### config.mk
export PLATFORM = sky130hd
export DESIGN_NAME = serial_adder_ctrl
export DESIGN_NICKNAME = d
export VERILOG_FILES = /design/src/rtl/serial_adder_ctrl.sv
export SDC_FILE = /design/constraint.sdc
export NUM_CORES = 1
export LEC_CHECK = 0
export CORE_MARGIN = 5
export CORE_UTILIZATION = 45
export CTS_CLUSTER_DIAMETER = 30
export DETAILED_ROUTE_END_ITERATION = 10
export GPL_TIMING_DRIVEN = 0
export PLACE_DENSITY = 0.76
export SLEW_MARGIN = 30
export SYNTH_ARGS = -nofsm -noshare
export SYNTH_HDL_FRONTEND = slang
export SYNTH_SLANG_ARGS = --single-unit
### constraint.sdc
create_clock -name clk -period 2.15 [get_ports clk]
set_input_delay 0.43 -clock clk [delete_from_list [all_inputs] [get_ports clk]]
set_output_delay 0.43 -clock clk [all_outputs]
set_load 0.01 [all_outputs]
### src/rtl/serial_adder_ctrl.sv
// serial_adder_ctrl
// Bit-serial adder sequencer placed directly upstream of a single one-bit
// combinational full-adder cell. It accepts two WIDTH-bit operands and a
// carry-in, feeds them to the cell one bit per clock starting at the LSB,
// and registers the cell's carry between cycles. The sum bits are collected
// and presented as a WIDTH-bit result plus carry-out, with a start/busy/done
// handshake.
//
// Optional build macro: SERIAL_ADDER_SUB_EN
//   When this macro is defined, the module gains a `sub` input. With sub=1
//   the module computes a_in - b_in: it loads ~b_in and forces the carry-in
//   to 1. In that case cout=1 means no borrow occurred.
//
// Parameters:
//   WIDTH  operand/result width in bits (2..32)
//
// Ports:
//   clk    in   system clock, rising edge
//   rst    in   asynchronous active-high reset
//   start  in   begin an addition; sampled only while idle
//   a_in   in   operand A, captured on the accepted start edge
//   b_in   in   operand B, captured on the accepted start edge
//   cin    in   carry-in, captured on the accepted start edge
//   sub    in   (SERIAL_ADDER_SUB_EN only) subtract request, captured on start
//   busy   out  high while an operation is running or completing
//   done   out  one-cycle completion pulse
//   sum    out  result register, holds the last completed value
//   cout   out  carry-out register, holds the last completed value
//   fa_a   out  full-adder A input
//   fa_b   out  full-adder B input
//   fa_c   out  full-adder carry input
//   fa_s   in   full-adder sum (combinational, same cycle)
//   fa_co  in   full-adder carry-out (combinational, same cycle)
module serial_adder_ctrl #(
  parameter int WIDTH = 8
) (
  input  logic             clk,
  input  logic             rst,
  input  logic             start,
  input  logic [WIDTH-1:0] a_in,
  input  logic [WIDTH-1:0] b_in,
  input  logic             cin,
`ifdef SERIAL_ADDER_SUB_EN
  input  logic             sub,
`endif
  output logic             busy,
  output logic             done,
  output logic [WIDTH-1:0] sum,
  output logic             cout,
  output logic             fa_a,
  output logic             fa_b,
  output logic             fa_c,
  input  logic             fa_s,
  input  logic             fa_co
);

  localparam int CNT_W = $clog2(WIDTH);

  typedef enum logic [1:0] {IDLE, RUN, DONE} state_t;

  state_t           state, state_nxt;
  logic [WIDTH-1:0] a_sh, b_sh;
  // Only WIDTH-1 collected bits need storage; the current fa_s completes
  // the word on the final edge.
  logic [WIDTH-2:0] s_sh;
  logic [WIDTH-1:0] s_next;
  logic             carry;
  logic [CNT_W-1:0] cnt;
  logic             last_bit;
  logic [WIDTH-1:0] b_load;
  logic             c_load;

  assign s_next   = {fa_s, s_sh};
  assign last_bit = (cnt == CNT_W'(WIDTH - 1));

`ifdef SERIAL_ADDER_SUB_EN
  // Two's-complement subtraction: a + ~b + 1
  assign b_load = sub ? ~b_in : b_in;
  assign c_load = sub ? 1'b1 : cin;
`else
  assign b_load = b_in;
  assign c_load = cin;
`endif

  always_comb begin
    state_nxt = state;
    busy      = 1'b0;
    done      = 1'b0;
    fa_a      = 1'b0;
    fa_b      = 1'b0;
    fa_c      = 1'b0;
    case (state)
      IDLE: begin
        if (start) state_nxt = RUN;
      end
      RUN: begin
        busy = 1'b1;
        fa_a = a_sh[0];
        fa_b = b_sh[0];
        fa_c = carry;
        if (last_bit) state_nxt = DONE;
      end
      DONE: begin
        busy      = 1'b1;
        done      = 1'b1;
        state_nxt = IDLE;
      end
      default: state_nxt = IDLE;
    endcase
  end

  always_ff @(posedge clk or posedge rst) begin
    if (rst) begin
      state <= IDLE;
      a_sh  <= '0;
      b_sh  <= '0;
      s_sh  <= '0;
      carry <= 1'b0;
      cnt   <= '0;
      sum   <= '0;
      cout  <= 1'b0;
    end else begin
      state <= state_nxt;
      case (state)
        // Operand capture
        IDLE: begin
          if (start) begin
            a_sh  <= a_in;
            b_sh  <= b_load;
            carry <= c_load;
            cnt   <= '0;
          end
        end
        // One bit through the full-adder cell per clock
        RUN: begin
          a_sh  <= a_sh >> 1;
          b_sh  <= b_sh >> 1;
          s_sh  <= s_next[WIDTH-1:1];
          carry <= fa_co;
          cnt   <= cnt + CNT_W'(1);
          if (last_bit) begin
            sum  <= s_next;
            cout <= fa_co;
          end
        end
        default: ;
      endcase
    end
  end

endmodule

==> results_dict.tcl <==
set metrics [dict create \
    coreArea_um2 4030 \
    fin_crit_ps 1970 \
    antenna_cells 0 \
    grt_max_degree 39 \
    die_h_um 74.6 \
    pre_cts_ws_ps -39.3 \
    yosysSeqAreaShare 0.507 \
    ios 36 \
    avgSynthCellArea_um2 13.1 \
    syn_inst 143 \
    rsz0062_at_grt "false" \
    synth_area_um2 1880 \
    synth_ff_type "dfrtp_1" \
    synth-edff-count 0 \
    status "finished clean" \
    wirelength_um 3860 \
    cts_max_path_buffers 2 \
    drc 0 \
    worstPathCellList "inv_1 -> ha_1 -> clkdlybuf4s50_1" \
    cpPeakStageDelay_ps 530 \
    antenna_found_initial 0 \
    first_global_vias 1431 \
    placed_area_um2 2290 \
    h-tree-depth 2 \
    syn_nets 171 \
    clk_latency_ps 280 \
    ys_warn_count 0 \
    path_class "flip-flop to output pin" \
    synthArstFlopShare 1.00 \
    grt_usage 0.153 \
    dieArea_um2 5560 \
    drtAntennaViolNets 0 \
    gp_congestion 0.742 \
    vias_per_cell 5.54 \
    fin_worst_skew_ps 2.33 \
    totalPowerFinal_mw 3.72 \
    worstMarginPinSlew_ps 771 \
    clock-root-buffer "clkbuf_8" \
    fin_ws_ps 181 \
    setup_viol 0 \
    slew_viol_final 0 \
    layout_commonest_cell "dfrtp_1" \
    worstPathArrival_ps 1540 \
    cap_violations 0 \
    register_area_um2 951 \
    critPathBufInv 2 \
    grt_pass1_wl_um 6620 \
    leakage_nw 1.08 \
    dr.pass1.iters 4 \
    synth_cell_types 34 \
    nNetsFinal 213 \
    endpoint_kind "output pin" \
    crit_slowest_cell "clkdlybuf4s50_1" \
    cts_sinks 38 \
    fin_area_um2 2450 \
    dp_hpwl_um 2800 \
    start_util 0.466 \
    multi_input_area_um2 867 \
    min_path_type "flip-flop to flip-flop" \
    rows 23 \
    finalHoldViolations 0 \
    max-slew-margin-rel 0.486 \
    start_kind "flip-flop" \
    drive_gt1_frac 0.274 \
    cpLargestDelayFamily "buffers and inverters" \
    fp.dieW_um 74.6 \
    fillerInstances 315 \
    fmax_ghz 0.508 \
    io_buffers 35 \
    cts.clk_slew.worst_paths_ps 80 \
    yosys_register_bits 38 \
    finalCritPeriodShare 0.916 \
    path_max_fanout 3 \
    vias 1308 \
    cts_tree "built" \
    mostFrequentLayoutCells "dfrtp_1 (38), clkdlybuf4s50_1 (31), mux2_2 (13)" \
    wl_per_cell_um 16.3 \
    grt-ovfl-total 0 \
    numCtsBuffers 5 \
    worstPathRequired_ps 1720 \
    areaGrowthSynthToFinish_pct 30.7 \
    peakVddDrop_v 0.000801 \
    power_density_nw_per_um2 1520 \
    drtIter0Drc 53 \
]
path summary, 6_finish.rpt:
path	from	to	slack, ps	cells after the start
setup / recovery	state[0]	done	180	3
hold / removal	s_sh[0]	sum[0]	510	1
setup reg to reg	state[0]	a_sh[2]	340	5
hold reg to reg	s_sh[0]	sum[0]	510	1
max in group asynchronous	rst	b_sh[1]	1050	2
min in group asynchronous	rst	cout	610	2
what timing repair did:
action	in CTS	in global routing
hold buffers	0	0
buffers inserted	0	1
endpoints found under the setup margin	3	1
resized for setup	8	1
sequential cells by signal (all words and copies together), names as in the netlist:
| name | cells |
|---|---|
| s_sh | 7 |
| cout | 1 |
| a_sh | 8 |
| b_sh | 8 |
| cnt | 3 |
| state | 2 |
| carry | 1 |
| sum | 8 |
cell usage after synthesis (all sizes together) (2+ instances only):
cell,instances,share of area
dfrtp,38,0.51
mux2,22,0.15
o22ai,11,0.037
nand2b,10,0.037
o221a,8,0.048
a21oi,6,0.016
buf,6,0.030
ha,6,0.040
a22o,5,0.023
and2,4,0.013
inv,4,0.0080
nand2,4,0.018
o21ai,3,0.0080
and2b,2,0.0080
mux2i,2,0.013
nor2,2,0.0040
per-stage QoR:
step / std cells / utilization / hold WS, ps / setup TNS (ps)
after detailed placement: 228 / 0.568 / 496 / -103
after global placement: 228 / 0.568 / 489 / 0
after floorplan: 143 / - / 471 / 0
after global routing: 236 / 0.609 / 530 / 0
after CTS: 235 / 0.606 / 513 / 0
final: 236 / 0.609 / 513 / 0
layer usage:
layer  global-route usage  wire length [um]  part of all wire
met2                0.262              1940              0.50
met4               0.0435                55             0.014
met1                0.191              1660              0.43
met3               0.0392               199             0.052
met5                    0                 0                 0
where the power goes:
group	total [mW]	internal, mW	switching [mW]
Combinational	1.69	0.977	0.717
Sequential	1.28	1.05	0.234
Clock	0.748	0.495	0.254
Total	3.72	2.52	1.20
cells by family after synthesis:
family	synth area share
AO/OA/AOI/OAI	0.150
XOR/XNOR	0.00467
adder cells (fa/ha/maj)	0.0400
buffers and inverters	0.0380
flip-flops	0.507
multiplexers	0.163
AND/OR/NAND/NOR	0.0980
area by class of cell:
| cell class | count | area share |
|---|---|---|
| Tap cell | 50 | 0.0255 |
| Inverter | 4 | 0.00612 |
| Buffer | 5 | 0.0235 |
| Sequential cell | 38 | 0.388 |
| Timing Repair Buffer | 36 | 0.145 |
| Multi-Input combinational cell | 95 | 0.354 |
| Clock buffer | 6 | 0.0337 |
| Clock inverter | 2 | 0.0245 |
Power figures use the tool's default switching activity.
